### src/rtl/mips_pkg.sv
// mips_pkg: word width, bubble instruction and the IF/ID record shared by fetch and decode.
package mips_pkg;
    localparam int WORD_W = 32;
    localparam logic [WORD_W-1:0] NOP_WORD = 32'h0000_0000;
    typedef struct packed {
        logic [WORD_W-1:0] instr;
        logic [WORD_W-1:0] pc_plus1;
        logic              valid;
    } if_id_t;
endpackage

### src/rtl/fetch_pc_reg.sv
// fetch_pc_reg: program counter with redirect/stall/increment selection and sticky redirect range error.
module fetch_pc_reg
    import mips_pkg::*;
#(
    parameter int IMEM_DEPTH = 65,
    parameter int RESET_PC   = 0
) (
    input  logic              clk,
    input  logic              reset,
    input  logic              stall,
    input  logic              branch_taken,
    input  logic [WORD_W-1:0] branch_target,
    output logic [WORD_W-1:0] pc,
    output logic              addr_error
);
    localparam logic [WORD_W-1:0] LAST_PC = WORD_W'(IMEM_DEPTH - 1);
    logic [WORD_W-1:0] pc_d, pc_q;
    logic              err_d, err_q;
    logic              in_range;
    always_comb begin
        in_range = branch_target <= LAST_PC;
        pc_d     = branch_taken ? (in_range ? branch_target : '0)
                 : stall        ? pc_q
                 : (pc_q == LAST_PC ? '0 : pc_q + 32'd1);
        err_d    = err_q | (branch_taken & ~in_range);
    end
    always_ff @(posedge clk) begin
        if (reset) begin
            pc_q  <= WORD_W'(RESET_PC);
            err_q <= 1'b0;
        end else begin
            pc_q  <= pc_d;
            err_q <= err_d;
        end
    end
    assign pc         = pc_q;
    assign addr_error = err_q;
endmodule

### src/rtl/instruction_fetch_stage.sv
// instruction_fetch_stage: MIPS-32 IF stage; PC drives instruction memory, result is registered into IF/ID.
module instruction_fetch_stage
    import mips_pkg::*;
#(
    parameter int                IMEM_DEPTH = 65,
    parameter int                RESET_PC   = 0,
    parameter logic [WORD_W-1:0] NOP        = NOP_WORD
) (
    input  logic              clk,
    input  logic              reset,
    input  logic              Stall,
    input  logic              BranchTaken,
    input  logic [WORD_W-1:0] BranchTarget,
    output logic [WORD_W-1:0] ReadAddress,
    input  logic [WORD_W-1:0] Instruction,
    output logic [WORD_W-1:0] IfId_Instruction,
    output logic [WORD_W-1:0] IfId_PCPlus1,
    output logic              IfId_Valid,
    output logic [WORD_W-1:0] FetchCount,
    output logic              AddrError
);
    if_id_t            if_id_d, if_id_q;
    logic [WORD_W-1:0] count_d, count_q;
    fetch_pc_reg #(.IMEM_DEPTH(IMEM_DEPTH), .RESET_PC(RESET_PC)) u_pc (
        .clk          (clk),
        .reset        (reset),
        .stall        (Stall),
        .branch_taken (BranchTaken),
        .branch_target(BranchTarget),
        .pc           (ReadAddress),
        .addr_error   (AddrError)
    );
    // PCPlus1 is the unwrapped successor so ID sees the true sequential address
    always_comb begin
        if_id_d = BranchTaken ? '{instr: NOP, pc_plus1: '0, valid: 1'b0}
                : Stall       ? if_id_q
                : '{instr: Instruction, pc_plus1: ReadAddress + 32'd1, valid: 1'b1};
        count_d = (BranchTaken | Stall) ? count_q : count_q + 32'd1;
    end
    always_ff @(posedge clk) begin
        if (reset) begin
            if_id_q <= '{instr: NOP, pc_plus1: '0, valid: 1'b0};
            count_q <= '0;
        end else begin
            if_id_q <= if_id_d;
            count_q <= count_d;
        end
    end
    assign IfId_Instruction = if_id_q.instr;
    assign IfId_PCPlus1     = if_id_q.pc_plus1;
    assign IfId_Valid       = if_id_q.valid;
    assign FetchCount       = count_q;
endmodule

### config.mk
export PLATFORM = sky130hd
export DESIGN_NAME = instruction_fetch_stage
export DESIGN_NICKNAME = d
export VERILOG_FILES = /design/src/rtl/mips_pkg.sv /design/src/rtl/fetch_pc_reg.sv /design/src/rtl/instruction_fetch_stage.sv
export SDC_FILE = /design/constraint.sdc
export NUM_CORES = 1
export LEC_CHECK = 0
export ABC_AREA = 1
export BUFFER_PORTS_ARGS = -buffer_cell sky130_fd_sc_hd__buf_2
export CAP_MARGIN = 20
export CORE_AREA = 2 2 140 142
export CTS_CLUSTER_SIZE = 14
export DETAILED_ROUTE_END_ITERATION = 8
export DIE_AREA = 0 0 142 144
export SLEW_MARGIN = 20
export SYNTH_ARGS = -nofsm -noshare
export SYNTH_HDL_FRONTEND = slang
export SYNTH_SLANG_ARGS = --single-unit
### constraint.sdc
create_clock -name clk -period 2 [get_ports clk]
set_clock_uncertainty 0.2 [all_clocks]
set_input_delay 0.2 -clock clk [delete_from_list [all_inputs] [get_ports clk]]
set_output_delay 0.2 -clock clk [all_outputs]
set_load 0.02 [all_outputs]
# --- Yosys cells after proc, flatten, opt, wreduce, memory -nomap -nowiden ---
# Cells that the tools add are included.
word_totals:
  wordCells: 20
  register_bits: 130
  output_inout_bits: 130
  input_bits: 68
op_classes:
  muxes: 4
  n_lt_le_gt_ge: 1
  reduce_logical: 1
  bitwise: 4
  add_sub_neg: 2
  n_eq_ne: 2
op_table:
  columns: ["operator", "count"]
  rows:
  - ["$mux W32", 4]
  - ["$add A32 B1 Y32 const B", 2]
  - ["$eq A32 B7 Y1 const B", 1]
  - ["$le A32 B7 Y1 const B", 1]
  - ["$ne A2 B1 Y1 const B", 1]
  - ["$or A1 B1 Y1", 2]
  - ["$reduce_or A2 Y1", 1]
  - ["$and A1 B1 Y1", 1]
  - ["$not A1 Y1", 1]

# --- Depth between registers and ports, before layout ---
# Gate-level depths: netlist of run 1.
logic_depth:
  word_depth: 4
  ltp_mapped: 11
  mapped_depth_nobuf: 11

# --- Modules after synthesis ---
# A second synthesis of run 1 with hierarchy kept.
hier_totals:
  hier_cells: 1219
  hier_area_um2: 7548.5
by_module_without_submodules:
  columns: ["module", "seq_area_each_um2", "area_per_inst_um2", "n_inst", "cells_each"]
  rows:
  - ["instruction_fetch_stage", 1941.9, 5048.6, 1, 767]
  - ["fetch_pc_reg", 660.6, 2499.9, 1, 452]

# --- Worst setup path after synthesis of run 1 ---
# OpenSTA, ideal clock, no wires.
synth_path:
  path_kind: "register to register"
  startpoint: "register u_pc.pc_q[0] (netlist: u_pc.pc[0])"
  endpoint: "register if_id_q (netlist bit IfId_PCPlus1[30])"
  synth_period_minus_slack_ns: 1.878
  stages_incl_launch_ff: 11
  required_time_ns: 1.685
  setup_ns: 0.115
  path_buffers: 0
  t_arrival_ns: 1.562
  slack_ns: 0.122
  cell_sequence: "dfxtp_1 -> ha_1 -> nand3_2 -> nor2_2 -> inv_1 -> nor2_4 -> nand2_1 -> nand2_1 -> nand2_1 -> o21ai_0 -> inv_1"
synth_via:
  elab_chain_cells: 1
synth_lines:
  columns: ["item", "line", "source"]
  rows:
  - ["from (decl)", "fetch_pc_reg.sv:17", "logic [WORD_W-1:0] pc_d, pc_q;"]
  - ["from (signal assigned)", "fetch_pc_reg.sv:29", "pc_q <= WORD_W'(RESET_PC);"]
  - ["from (signal assigned)", "fetch_pc_reg.sv:32", "pc_q <= pc_d;"]
  - ["$add A32 B1 Y32", "instruction_fetch_stage.sv:37", ": '{instr: Instruction, pc_plus1: ReadAddress + 32'd1, valid: 1'b1};"]
  - ["to (signal assigned)", "instruction_fetch_stage.sv:42", "if_id_q <= '{instr: NOP, pc_plus1: '0, valid: 1'b0};"]
  - ["to (signal assigned)", "instruction_fetch_stage.sv:45", "if_id_q <= if_id_d;"]
  - ["to (decl)", "instruction_fetch_stage.sv:22", "if_id_t if_id_d, if_id_q;"]
# Every way passes these cells.
# A chain may end at the register's enable or synchronous reset.

# --- Worst setup path in the final report of run 1 ---
layout_path:
  startpoint: "input Stall"
  endpoint: "register count_q[29] (netlist: FetchCount[29])"
layout_via:
  elab_chain_cells: 1
layout_lines:
  columns: ["item", "line", "source"]
  rows:
  - ["from (decl)", "instruction_fetch_stage.sv:11", "input logic Stall,"]
  - ["$or A1 B1 Y1", "instruction_fetch_stage.sv:38", "count_d = (BranchTaken | Stall) ? count_q : count_q + 32'd1;"]
  - ["to (signal assigned)", "instruction_fetch_stage.sv:46", "count_q <= count_d;"]
  - ["to (decl)", "instruction_fetch_stage.sv:23", "logic [WORD_W-1:0] count_d, count_q;"]
# Every way passes these cells.

==> results.toml, run 1 <==
[run_status]
status = "complete, no violations"

[clock_network]
cts_tree = "done"
cts-buffers-inserted = 17
insertion_delay_ps = 410
clkSinkCount = 130
cts.clk_slew.worst_paths_ps = 60
h-tree-depth = 4
cts_root_buf = "clkbuf_16"
clock_path_buffers = 2

[run]
maxCapViolCount = 0

[global_route]
grt_antenna_before_repair = 4
overflow = 0
grt_pass1_wl_mm = 31.0
grt_max_degree = 63
track_usage_pct = 19.0
grt_pass1_vias = 6078

[finish]
drive_above_1_share_pct = 23.5
area_growth_syn_to_layout_pct = 35.9
final_net_count = 1333
fill_cells = 2040
final_cells = 1514

[power_and_ir_drop]
total_power_mw = 6.08
ir_worst_vdd_mv = 0.576
power_density_nw_per_um2 = 684
leakage_nw = 4.17

[timing]
setup_slack_ps = 119
slew_viol_final = 0
fin_crit_sh_pct = 94.1
setup_viol = 0
fin_crit_ps = 1880
fmax_mhz = 532
hold_violations = 0
tightest_slew_ps = 539
tns_ps = 0
slew-limit-headroom_pct = 64.1

[synth]
netlist.area_leader.share_pct = 39.8
synth_area_leaders = "dfxtp_1, nand2_1, nor2_1"
yosysUniqueCellTypes = 35
synthMostInstantiatedCell = "nand2_1"
synth_edf_count = 0
synthFlopType = "dfxtp_1"
ys_top_cells_by_count = "nand2_1, nor2_1, dfxtp_1"
synth_area_um2 = 6540
yosys_register_bits = 130
ys_seq_area_share_pct = 39.8
syn_inst = 1016
synth_fp_nets = 1087
synth.largest_area_cell = "dfxtp_1"
postSynthAreaPerCell_um2 = 6.44
async_flop_share_pct = 0
synth_warnings = 0

[placed_design]
finalWeightedCongestion = 0.952
dp.cells = 1441
portBuffers = 197
hpwl_mm = 14.8
pre_cts_ws_ps = 54.7

[floorplanning]
coreArea_um2 = 19100
io_pins = 198
dieHeight_um = 144
start_util_pct = 34.3
dieWidth_um = 142
die-area_um2 = 20400
placementRows = 51

[setup_path]
cp_max_fo = 10
critical_path_class = "in2reg"
critical_path_arrival_ps = 2030
required_ps = 2150
crit_path_end_kind = "flip-flop"
r2r_slack_ps = 170
worstSetupStartpointType = "primary input"

[routing]
via_per_inst = 4.58
drt.antenna.violating_nets = 0
wl_per_cell_um = 13.2
wl_mm = 20.0
drc = 0
first_pass_iters = 4
vias = 6940
drtIter0Drc = 254

[hold_path]
hp-class = "in2reg"
where the power goes:
group	internal (mW)	switching [mW]
Combinational	0.201	0.292
Sequential	2.64	0.0241
Clock	1.73	1.19
Total	4.57	1.50
flip-flops by register name, summed over array words and instances, names as in the netlist:
name / count
FetchCount: 32
IfId_Instruction: 32
IfId_PCPlus1: 32
IfId_Valid: 1
u_pc.addr_error: 1
u_pc.pc: 32
per-layer routing:
| layer | track usage, % | routed length, um | part of all wire (%) |
|---|---|---|---|
| met1 | 24.6 | 9150 | 46 |
| met5 | 0 | 14 | 0.070 |
| met2 | 30.8 | 9270 | 46 |
| met3 | 5.40 | 1250 | 6.2 |
| met4 | 5.79 | 347 | 1.7 |
final timing paths:
kind                   startpoint              endpoint  cells past startpoint
max                         Stall        FetchCount[29]                     12
min                         reset      IfId_PCPlus1[10]                      4
max reg2reg         FetchCount[0]        FetchCount[24]                      8
min reg2reg  IfId_Instruction[28]  IfId_Instruction[28]                      2
final cells by class:
class / instances / area [um2] / share of cell area [%]
Multi-Input combinational cell: 751 / 3440 / 38.7
Inverter: 102 / 393 / 4.42
Antenna cell: 2 / 5.00 / 0.0563
Clock inverter: 12 / 111 / 1.25
Tap cell: 238 / 298 / 3.35
Sequential cell: 130 / 2610 / 29.4
Clock buffer: 19 / 443 / 4.99
Timing Repair Buffer: 260 / 1590 / 17.8
through the flow:
| stage | util, % | hold WS, ps | instance area (um2) |
|---|---|---|---|
| 5_1_grt | 46.5 | 33.1 | 8880 |
| 2_1_floorplan | - | 145 | 6540 |
| 6_report | 46.6 | 1.12 | 8880 |
| 3_5_place_dp | 41.2 | 252 | 7860 |
| 4_1_cts | 46.2 | 1.86 | 8810 |
| 3_3_place_gp | 41.2 | 249 | 7860 |
placed cells by master, fill, tap and decap left out, types with 3 or more instances in the layout:
cell             n
nor2_1         198
xor2_1          15
nor3_1           9
clkinvlp_4       6
inv_1           97
dfxtp_1        121
nand3b_1        11
nand2_2          5
clkbuf_16       17
buf_4           21
dfxtp_2          9
nand2_1        311
buf_2          197
o21ai_0         38
dlygate4sd3_1   39
a21oi_1         78
xnor2_1          3
inv_2            3
nand3_1         32
o21ai_1          4
nor2_4          12
nand3_2          3
nand4_1          9
nor2_2           6
inv_6            3
logic make-up after synthesis:
| family | synth area share [%] |
|---|---|
| flip-flops | 39.8 |
| buffers and inverters | 8.17 |
| adder cells (fa/ha/maj) | 0.574 |
| XOR/XNOR | 2.41 |
| AO/OA/AOI/OAI | 9.85 |
| AND/OR/NAND/NOR | 39.2 |
critical path: stages:
cell and delay (ps):
dlygate4sd3_1 570, buf_2 200, inv_6 120, nand2_4 90, nor2_4 170, nand3_4 130
nor2_4 190, buf_12 120, nand3_1 50, nand2_1 60, nand2_1 40, nor2_1 70
what timing repair did:
item | CTS | global route
setup endpoints to repair | 0 | 36
hold buffers | 39 | 0
resized for setup | 0 | 23
endpoints found under the hold margin | 38 | 0
buffers inserted | 0 | 1
No activity file was read; power rests on OpenSTA's default activity.
==> inputs of run 2 (changes only) <==
--- a/config.mk
+++ b/config.mk
@@ -8,10 +8,11 @@
 export ABC_AREA = 1
 export BUFFER_PORTS_ARGS = -buffer_cell sky130_fd_sc_hd__buf_2
 export CAP_MARGIN = 20
-export CORE_AREA = 2 2 140 142
+export CORE_AREA = 2 2 116 118
 export CTS_CLUSTER_SIZE = 14
 export DETAILED_ROUTE_END_ITERATION = 8
-export DIE_AREA = 0 0 142 144
+export DIE_AREA = 0 0 118 120
+export PLACE_DENSITY = 0.79
 export SLEW_MARGIN = 20
 export SYNTH_ARGS = -nofsm -noshare
 export SYNTH_HDL_FRONTEND = slang
==> results.toml, run 2 (synthesis gave the netlist of run 1 again) <==
[global_route]
grt_pass1_vias = 6642
grt_antenna_before_repair = 0
overflow = 0
grt_max_degree = 71
grt_pass1_wl_mm = 31.8
track_usage_pct = 27.8

[setup_path]
slowest_stage = "dfxtp_1"
critical_path_class = "reg2reg"
required_ps = 2150
crit_path_end_kind = "flip-flop"
cp_cell_sequence = "nand2_1 > nor2_4 > nand2_4 > nor2_4 > xor2_1 > nand2_1 > a21oi_1"
worstSetupStartpointType = "flip-flop"
path_buf_inv = 0
cp_max_fo = 6
cp_top_family = "simple AND/OR/NAND/NOR gates"
cp_slowest_stage_delay_ps = 460
critical_path_arrival_ps = 2010

[run_status]
status = "complete, no violations"

[routing]
wl_per_cell_um = 13.7
drtIter0Drc = 443
drt.antenna.violating_nets = 0
first_pass_iters = 5
vias = 7223
drc = 0
wl_mm = 19.7
via_per_inst = 5.02

[timing]
fin_crit_sh_pct = 93.3
tightest_slew_ps = 619
tns_ps = 0
fmax_mhz = 536
slew_viol_final = 0
setup_viol = 0
hold_violations = 0
fin_crit_ps = 1870
slew-limit-headroom_pct = 58.7
rsz0062_at_grt = "false"

[clock_network]
cts_root_buf = "clkbuf_16"
cts.clk_slew.worst_paths_ps = 60
cts-buffers-inserted = 17
insertion_delay_ps = 420
clkSinkCount = 130
h-tree-depth = 4
cts_setup_buffers = 0
cts_tree = "done"
clock_path_buffers = 2

[power_and_ir_drop]
power_density_nw_per_um2 = 725
ir_worst_vdd_mv = 0.423
leakage_nw = 4.16

[floorplanning]
placementRows = 42
start_util_pct = 50.4
coreArea_um2 = 13000
dieHeight_um = 120
die-area_um2 = 14200
dieWidth_um = 118
io_pins = 198

[placed_design]
hpwl_mm = 13.5
dp.cells = 1371
portBuffers = 197
finalWeightedCongestion = 0.919

[finish]
fill_cells = 1169
final_net_count = 1322
final_cell_mix = "nand2_1, nor2_1, buf_2"
n_antenna_cell = 0
drive_above_1_share_pct = 22.4
final_common_cell = "nand2_1"
final_cells = 1439
area_growth_syn_to_layout_pct = 33.7

[run]
maxCapViolCount = 0

[hold_path]
hp-class = "in2reg"
-- run 2: cell types whose count changed in the layout (fill, tap and decap cells not counted), sizes merged --
cell / previous run / this run
buf: 221 / 212
bufinv: 1 / 3
clkbuf: 19 / 22
clkinv: 4 / 5
clkinvlp: 6 / 1
diode: 2 / 0
dlygate4sd3: 39 / 37
inv: 103 / 102
-- run 2: report_power, final --
part	internal (mW)	switching, mW
Clock	2.05	1.14
Sequential	2.64	0.0272
Combinational	0.200	0.294
-- run 2: final cells by class --
| type | instances | area (um2) | share of cell area [%] |
|---|---|---|---|
| multi-input cells | 751 | 3420 | 39.1 |
| clock buffers | 22 | 474 | 5.42 |
| well taps | 176 | 220 | 2.52 |
| inverters | 102 | 385 | 4.41 |
| repair buffers | 249 | 1510 | 17.2 |
| flip-flops and latches | 130 | 2610 | 29.8 |
| clock inverters | 9 | 130 | 1.49 |
-- run 2: what timing repair did --
item | in CTS | in global routing
gates resized for setup | 0 | 8
endpoints found under the setup margin | 0 | 30
hold buffers | 37 | 0
hold endpoints to repair | 40 | 0
-- run 2: per-layer routing --
metal / track usage (%) / vias up / part of all wire [%]
met5: 0 / - / 0
li1: - / 3644 / -
met3: 5.51 / 46 / 5.3
met4: 12.4 / 0 / 2.8
met2: 49.0 / 222 / 49
met1: 32.8 / 3311 / 43
-- run 2: path summary, 6_finish.rpt --
kind / slack (ps) / cells after the start / startpoint / end
hold reg to reg: 260 / 2 / IfId_Instruction[3] / IfId_Instruction[3]
setup / recovery: 130 / 7 / u_pc.pc[3] / u_pc.pc[9]
setup reg to reg: 130 / 7 / u_pc.pc[3] / u_pc.pc[9]
hold / removal: 5 / 5 / BranchTarget[6] / u_pc.addr_error
-- run 2: stage by stage --
stage / hold slack [ps] / setup slack, ps / area, um2 / util, % / power, mW
after floorplan: 145 / 122 / 6540 / - / 2.97
after global placement: 249 / 129 / 7750 / 59.7 / 3.14
after detailed placement: 252 / 85.4 / 7750 / 59.7 / 3.15
after CTS: 8.09 / 50.0 / 8720 / 67.2 / 6.38
after global routing: 20.0 / 0.958 / 8750 / 67.4 / 6.56
final: 5.35 / 134 / 8750 / 67.4 / 6.35
-- run 2: tightest hold or removal path, stage by stage --
cell and delay, ps:
buf_2 90, nand2_1 90, nand3_1 90, a21oi_1 60, nor2_1 70
